===== config.mk =====
export PLATFORM = sky130hd
export DESIGN_NAME = memory_access_stage
export DESIGN_NICKNAME = d
export VERILOG_FILES = /design/src/rtl/memory_access_stage.sv
export SDC_FILE = /design/constraint.sdc
export NUM_CORES = 1
export LEC_CHECK = 0
export ABC_AREA = 1
export BUFFER_PORTS_ARGS = -buffer_cell sky130_fd_sc_hd__buf_2
export CORE_AREA = 2 2 234 236
export CTS_BUF_LIST = sky130_fd_sc_hd__clkbuf_4 sky130_fd_sc_hd__clkbuf_8
export DETAILED_ROUTE_END_ITERATION = 12
export DIE_AREA = 0 0 236 238
export PLACE_DENSITY = 0.48
export SLEW_MARGIN = 20
export SYNTH_ARGS = -nofsm -noshare
export SYNTH_HDL_FRONTEND = slang
export SYNTH_SLANG_ARGS = --single-unit

===== constraint.sdc =====
create_clock -name clk -period 2.4 [get_ports clk]
set_input_delay 0.48 -clock clk [delete_from_list [all_inputs] [get_ports clk]]
set_output_delay 0.48 -clock clk [all_outputs]
set_load 0.1 [all_outputs]

===== src/rtl/memory_access_stage.sv =====
// rtl/memory_access_stage.sv - RV64 MEM stage: data-cache load/store and write-back handoff
module memory_access_stage #(
    parameter int XLEN   = 64,
    parameter int CTRL_W = 64
) (
    input  logic              clk,
    input  logic              reset,
    input  logic              ex_valid,
    output logic              ex_ready,
    input  logic [XLEN-1:0]   ex_alu_data,
    input  logic [XLEN-1:0]   ex_store_data,
    input  logic [CTRL_W-1:0] ex_ctrl,
    input  logic              flush,
    output logic              dc_req_valid,
    input  logic              dc_req_ready,
    output logic [XLEN-1:0]   dc_req_addr,
    output logic              dc_req_we,
    output logic [XLEN-1:0]   dc_req_wdata,
    output logic [7:0]        dc_req_be,
    input  logic              dc_resp_valid,
    input  logic [XLEN-1:0]   dc_resp_data,
    output logic              wb_valid,
    input  logic              wb_ready,
    output logic [XLEN-1:0]   loaded_data,
    output logic [XLEN-1:0]   alu_data,
    output logic [CTRL_W-1:0] control_signals,
    output logic              misaligned
);

    typedef enum logic [2:0] {S_IDLE, S_REQ, S_WAIT, S_OUT, S_DRAIN} state_t;

    state_t              r_state;
    logic                r_ex_ready;
    logic                r_dc_req_valid;
    logic                r_wb_valid;
    logic [XLEN-1:0]     r_dc_req_addr;
    logic                r_dc_req_we;
    logic [XLEN-1:0]     r_dc_req_wdata;
    logic [7:0]          r_dc_req_be;
    logic [XLEN-1:0]     r_loaded;
    logic [XLEN-1:0]     r_alu;
    logic [CTRL_W-1:0]   r_ctrl;
    logic                r_mis;
    logic [2:0]          r_off;
    logic [2:0]          r_f3;
    logic                r_is_load;

    logic [2:0]          w_off;
    logic [2:0]          w_f3;
    logic                w_mem;
    logic                w_store;
    logic [7:0]          w_be_base;
    logic [2:0]          w_size_mask;
    logic                w_mis;
    logic [CTRL_W-1:0]   w_ctrl_cap;
    logic [XLEN-1:0]     w_shifted;
    logic [XLEN-1:0]     w_load_ext;

    assign w_off   = ex_alu_data[2:0];
    assign w_f3    = ex_ctrl[10:8];
    assign w_mem   = ex_ctrl[6] | ex_ctrl[7];
    assign w_store = ex_ctrl[7];

    always_comb begin
        w_be_base   = 8'h01;
        w_size_mask = 3'd0;
        case (w_f3[1:0])
            2'd0: begin w_be_base = 8'h01; w_size_mask = 3'd0; end
            2'd1: begin w_be_base = 8'h03; w_size_mask = 3'd1; end
            2'd2: begin w_be_base = 8'h0F; w_size_mask = 3'd3; end
            default: begin w_be_base = 8'hFF; w_size_mask = 3'd7; end
        endcase
    end

    assign w_mis = w_mem && ((w_off & w_size_mask) != 3'd0);

    // Stores and faulting accesses never write a destination register.
    always_comb begin
        w_ctrl_cap    = ex_ctrl;
        w_ctrl_cap[5] = ex_ctrl[5] & ~(w_mis | w_store);
    end

    assign w_shifted = dc_resp_data >> {r_off, 3'b000};

    always_comb begin
        w_load_ext = '0;
        case (r_f3[1:0])
            2'd0: w_load_ext = {{(XLEN-8){w_shifted[7] & ~r_f3[2]}}, w_shifted[7:0]};
            2'd1: w_load_ext = {{(XLEN-16){w_shifted[15] & ~r_f3[2]}}, w_shifted[15:0]};
            2'd2: w_load_ext = {{(XLEN-32){w_shifted[31] & ~r_f3[2]}}, w_shifted[31:0]};
            default: w_load_ext = w_shifted;
        endcase
    end

    always_ff @(posedge clk or negedge reset) begin
        if (!reset) begin
            r_state        <= S_IDLE;
            r_ex_ready     <= 1'b1;
            r_dc_req_valid <= 1'b0;
            r_wb_valid     <= 1'b0;
            r_dc_req_addr  <= '0;
            r_dc_req_we    <= 1'b0;
            r_dc_req_wdata <= '0;
            r_dc_req_be    <= '0;
            r_loaded       <= '0;
            r_alu          <= '0;
            r_ctrl         <= '0;
            r_mis          <= 1'b0;
            r_off          <= '0;
            r_f3           <= '0;
            r_is_load      <= 1'b0;
        end else begin
            case (r_state)
                S_IDLE: begin
                    if (ex_valid) begin
                        r_ex_ready     <= 1'b0;
                        r_alu          <= ex_alu_data;
                        r_ctrl         <= w_ctrl_cap;
                        r_mis          <= w_mis;
                        r_loaded       <= '0;
                        r_off          <= w_off;
                        r_f3           <= w_f3;
                        r_is_load      <= ex_ctrl[6] & ~ex_ctrl[7];
                        r_dc_req_addr  <= {ex_alu_data[XLEN-1:3], 3'b000};
                        r_dc_req_we    <= w_store;
                        r_dc_req_wdata <= ex_store_data << {w_off, 3'b000};
                        r_dc_req_be    <= w_be_base << w_off;
                        if (w_mem && !w_mis) begin
                            r_state        <= S_REQ;
                            r_dc_req_valid <= 1'b1;
                        end else begin
                            r_state    <= S_OUT;
                            r_wb_valid <= 1'b1;
                        end
                    end
                end
                S_REQ: begin
                    if (flush) begin
                        r_dc_req_valid <= 1'b0;
                        // An accepted request still owes us a response.
                        if (dc_req_ready) begin
                            r_state <= S_DRAIN;
                        end else begin
                            r_state    <= S_IDLE;
                            r_ex_ready <= 1'b1;
                        end
                    end else if (dc_req_ready) begin
                        r_dc_req_valid <= 1'b0;
                        r_state        <= S_WAIT;
                    end
                end
                S_WAIT: begin
                    if (dc_resp_valid) begin
                        if (flush) begin
                            r_state    <= S_IDLE;
                            r_ex_ready <= 1'b1;
                        end else begin
                            r_loaded   <= r_is_load ? w_load_ext : '0;
                            r_state    <= S_OUT;
                            r_wb_valid <= 1'b1;
                        end
                    end else if (flush) begin
                        r_state <= S_DRAIN;
                    end
                end
                S_OUT: begin
                    if (flush || wb_ready) begin
                        r_wb_valid <= 1'b0;
                        r_state    <= S_IDLE;
                        r_ex_ready <= 1'b1;
                    end
                end
                S_DRAIN: begin
                    if (dc_resp_valid) begin
                        r_state    <= S_IDLE;
                        r_ex_ready <= 1'b1;
                    end
                end
                default: begin
                    r_state        <= S_IDLE;
                    r_ex_ready     <= 1'b1;
                    r_dc_req_valid <= 1'b0;
                    r_wb_valid     <= 1'b0;
                end
            endcase
        end
    end

    assign ex_ready        = r_ex_ready;
    assign dc_req_valid    = r_dc_req_valid;
    assign dc_req_addr     = r_dc_req_addr;
    assign dc_req_we       = r_dc_req_we;
    assign dc_req_wdata    = r_dc_req_wdata;
    assign dc_req_be       = r_dc_req_be;
    assign wb_valid        = r_wb_valid;
    assign loaded_data     = r_loaded;
    assign alu_data        = r_alu;
    assign control_signals = r_ctrl;
    assign misaligned      = r_mis;

endmodule


### After elaboration in Yosys (flattened, before gate mapping)

Index checks and enable logic that the tools add are counted.

* bits in registers: 340
* input bits: 263
* output and inout port bits: 333
* word-level logic and storage cells: 106

* eq/ne operators: 20
* shift operators: 3
* mux-type cells: 38
* bitwise operators: 13
* reductions and logical operators: 17

Operator list (number)
* $mux W64: 4
* $pmux W64 S3: 1
* $pmux W64 S2: 1
* $shl A64 B6 Y64: 1
* $shr A64 B6 Y64: 1
* $mux W3: 8
* $pmux W8 S3: 1
* $ne A2 B2 Y1 const B: 10
* $mux W1: 16
* $pmux W3 S5: 1
* $pmux W3 S3: 1
* $reduce_and A4 Y1: 2
* $shl A8 B3 Y8: 1
* $reduce_and A7 Y1: 1
* $eq A3 B2 Y1 const B: 2
* $ne A3 B3 Y1 const B: 2
* $reduce_and A6 Y1: 1
* $and A1 B1 Y1: 5
* $not A1 Y1: 5
* $pmux W1 S5: 1
* $reduce_and A5 Y1: 1
* $eq A2 B1 Y1 const B: 2
* $eq A2 B2 Y1 const B: 2
* $logic_not A2 Y1: 2
* 16 further kinds: 19

### Longest topological paths before layout

* depth in word-level cells: 10
* mapped depth: 13
* mapped depth without buffers: 11

### Worst setup path after synthesis

Ideal clock, no wire load.

* path kind: register -> register
* start: register alu_data[0] (netlist name)
* end: register r_loaded[62] (netlist: loaded_data[62])
* library setup time: 0.120 ns
* arrival: 2.335 ns
* required time: 2.280 ns
* slack: -0.054 ns
* cell stages (with the launch flop): 14
* buffers on the path: 2
* clock period less this slack: 2.454 ns
* cells stage by stage: dfrtp_1 > buf_2 > inv_2 > nand2_1 > nand3_1 > nand3_1 > nand2_1 > nand2_2 > nand2_1 > inv_1 > nand2_1 > buf_2 > nand3_1 > nand2_1

RTL lines
* end signal: assignment: RTL line 158 `r_loaded <= r_is_load ? w_load_ext : '0;`
* end: declaration: RTL line 40 `logic [XLEN-1:0] r_loaded;`

### Worst setup path in the final report

* start: register r_alu[0] (netlist: alu_data[0])
* end: output port alu_data[0]

RTL lines
* start: declaration: RTL line 41 `logic [XLEN-1:0] r_alu;`
* start signal: assignment: RTL line 117 `r_alu <= ex_alu_data;`
* end: declaration: RTL line 25 `output logic [XLEN-1:0] alu_data,`

No word-level cell between the ends.

==> results.cfg <==
[cells_and_area]
regArea_mm2 = 0.00681
nNetsFinal = 2775
mostFrequentLayoutCells = nand2_1, buf_2, dfrtp_1
syn2layout_area_growth_pct = 39.5
drive_above_1_share = 0.299
final_common_cell = nand2_1
instances_no_fill = 3251
multiInputGateArea_mm2 = 0.00606
fill_cells = 5773

[cts]
cts-root-buf = clkbuf_8
cts_htree_levels = 2
cts_buffer_depth = 3
cts_buffers = 53
path_clk_slew_ns = 0.06
insertion_delay_ns = 0.63
clkSinkCount = 272
cts_tree = built

[sta]
rsz0062_at_grt = no
relSlewSlack = 0.444
setup_tns_ns = 0
fmax_mhz = 447
hold_slack_ns = 0.0684
setup_viol = 0
drv_slew = 0
period_needed_ns = 2.24
fin_skew_ns = 0.0212
fin_crit_sh = 0.931
tightest_slew_ns = 0.831
hold_viol = 0

[floorplan]
pin_count = 596
num_rows = 85
die-area_mm2 = 0.0562
initial_core_util = 0.263
die_w_um = 236
core_area_mm2 = 0.0535
die_h_um = 238

[yosys]
synth-seq-cells = 272
yosys.area.top_type = dfrtp_1
seq_area_frac_synth = 0.485
yosysWarnings = 0
ys_types = 33
synthTopCellsByArea = dfrtp_1, nand2_1, o21ai_0
syn_area_mm2 = 0.0141
async_flop_share = 1.00
syn_inst = 1903
synthFlopType = dfrtp_1
synth_top_area_share = 0.483
synth_edf_count = 0
synth.avg_cell_area_um2 = 7.38

[route]
drt_iter0_drc = 1032
top_layer = met5
wirelength_mm = 60.3
drc = 0
ant_nets = 0
via_per_inst = 4.68
wl_per_cell_um = 18.6
dr.pass1.iters = 5
via_count = 15209
wl_met3_mm = 5.06
met2WireLength_mm = 28.6
wl_met1_mm = 24.5

[critical_path]
path_class = flip-flop to output port
cp-startpoint = alu_data[0]
required_ns = 1.92
cpLargestDelayFamily = buffers and inverters
critPathBufInv = 2
crit_chain = buf_12, buf_2
worst-path-max-fanout = 45
cpPeakStageDelay_ns = 0.47
start_kind = flip-flop
crit_slowest_cell = buf_2
cp-end-kind = output port
reg2reg_depth = 8
path_depth = 2
cp.arrival_ns = 1.76
rrSetupSlack_ns = 0.33
r2r-end = alu_data[0]
cp-endpoint = alu_data[0]
r2r_start = r_state[0]

[run]
cap_viol_max_count = 0

[global_routing]
grt-ovfl-total = 0
grt_max_degree = 98
grt_pass1_wl_mm = 90.7
antenna_found_initial = 9
grt_usage = 0.208
grt_pass1_vias = 15370

[worst_hold_path]
hp-class = input port to flip-flop
worst_hold_path.num_cells = 3

[placed_design]
gp_congestion = 0.938
port_buffers = 592
hpwl_mm = 44.5
dp.cells = 3054

[run_status]
outcome = complete, no violations
## sequential cells by signal, summed over array words and instances, names as in the netlist
name             cells
dc_req_wdata        64
misaligned           1
wb_valid             1
ex_ready             1
loaded_data         64
r_is_load            1
dc_req_valid         1
alu_data            64
dc_req_be            8
control_signals     64
r_state              3
## cell families (layout without fill, tap and decap cells)
logic type,Yosys count,after routing,synth area share
AO/OA/AOI/OAI,308,308,0.126
buffers and inverters,250,896,0.0860
flip-flops,272,272,0.485
multiplexers,9,9,0.00641
other,1,7,0.000267
AND/OR/NAND/NOR,1063,1063,0.297
## area by class of cell
cell class,instances,area share
repair buffers,739,0.228
clock inverters,9,0.00466
multi-input cells,1383,0.309
inverters,63,0.0121
diodes,4,0.000511
well taps,696,0.0444
flip-flops and latches,272,0.347
clock buffers,85,0.0533
## per-layer routing
metal | vias up | track usage
met2 | 584 | 0.340
met5 | - | 0
met1 | 7233 | 0.261
met3 | 104 | 0.0588
met4 | 8 | 0.0776
li1 | 7280 | -
## worst min-delay path, cell delays in order
cell and delay (ns):
buf_2 0.08, nand2_1 0.04, nand2_1 0.05
## metrics by stage
stage | setup WS, ns | area, um2 | utilization
after global placement | 0.293 | 17500 | 0.326
after CTS | 0.0927 | 19600 | 0.366
after global routing | 0.0561 | 19600 | 0.366
after floorplan | 0.0186 | 14100 | -
after detailed placement | 0.314 | 17500 | 0.326
final | 0.165 | 19600 | 0.366
## how the worst min path moves through the flow
stage,slack [ns],end,start
2_1_floorplan,0.18,alu_data[0],reset
3_3_place_gp,0.41,loaded_data[43],reset
3_5_place_dp,0.42,loaded_data[43],reset
4_1_cts,0.0004,control_signals[16],ex_ctrl[16]
5_1_grt,0.007,control_signals[17],ex_ctrl[17]
6_report,0.07,control_signals[17],ex_ctrl[17]
## repair_timing
action / in CTS / in global routing
hold endpoints to repair: 131 / 0
hold buffers: 99 / 0
gates resized for setup: 0 / 0
setup buffers: 0 / 0
## synthesized netlist by cell type, types with 13 or more instances
master    number
a21oi_1       40
a22oi_1       15
buf_2         21
buf_4         65
clkbuf_1      92
dfrtp_1      271
inv_1         55
nand2_1      922
nand3_1       93
nor2_1        27
o211ai_1      36
o21ai_0      184
o221ai_1      18
or2_2         13
Power is left out: the tool's default activity adds up to more than one toggle a clock period on the data nets, which glitch-free logic cannot reach.
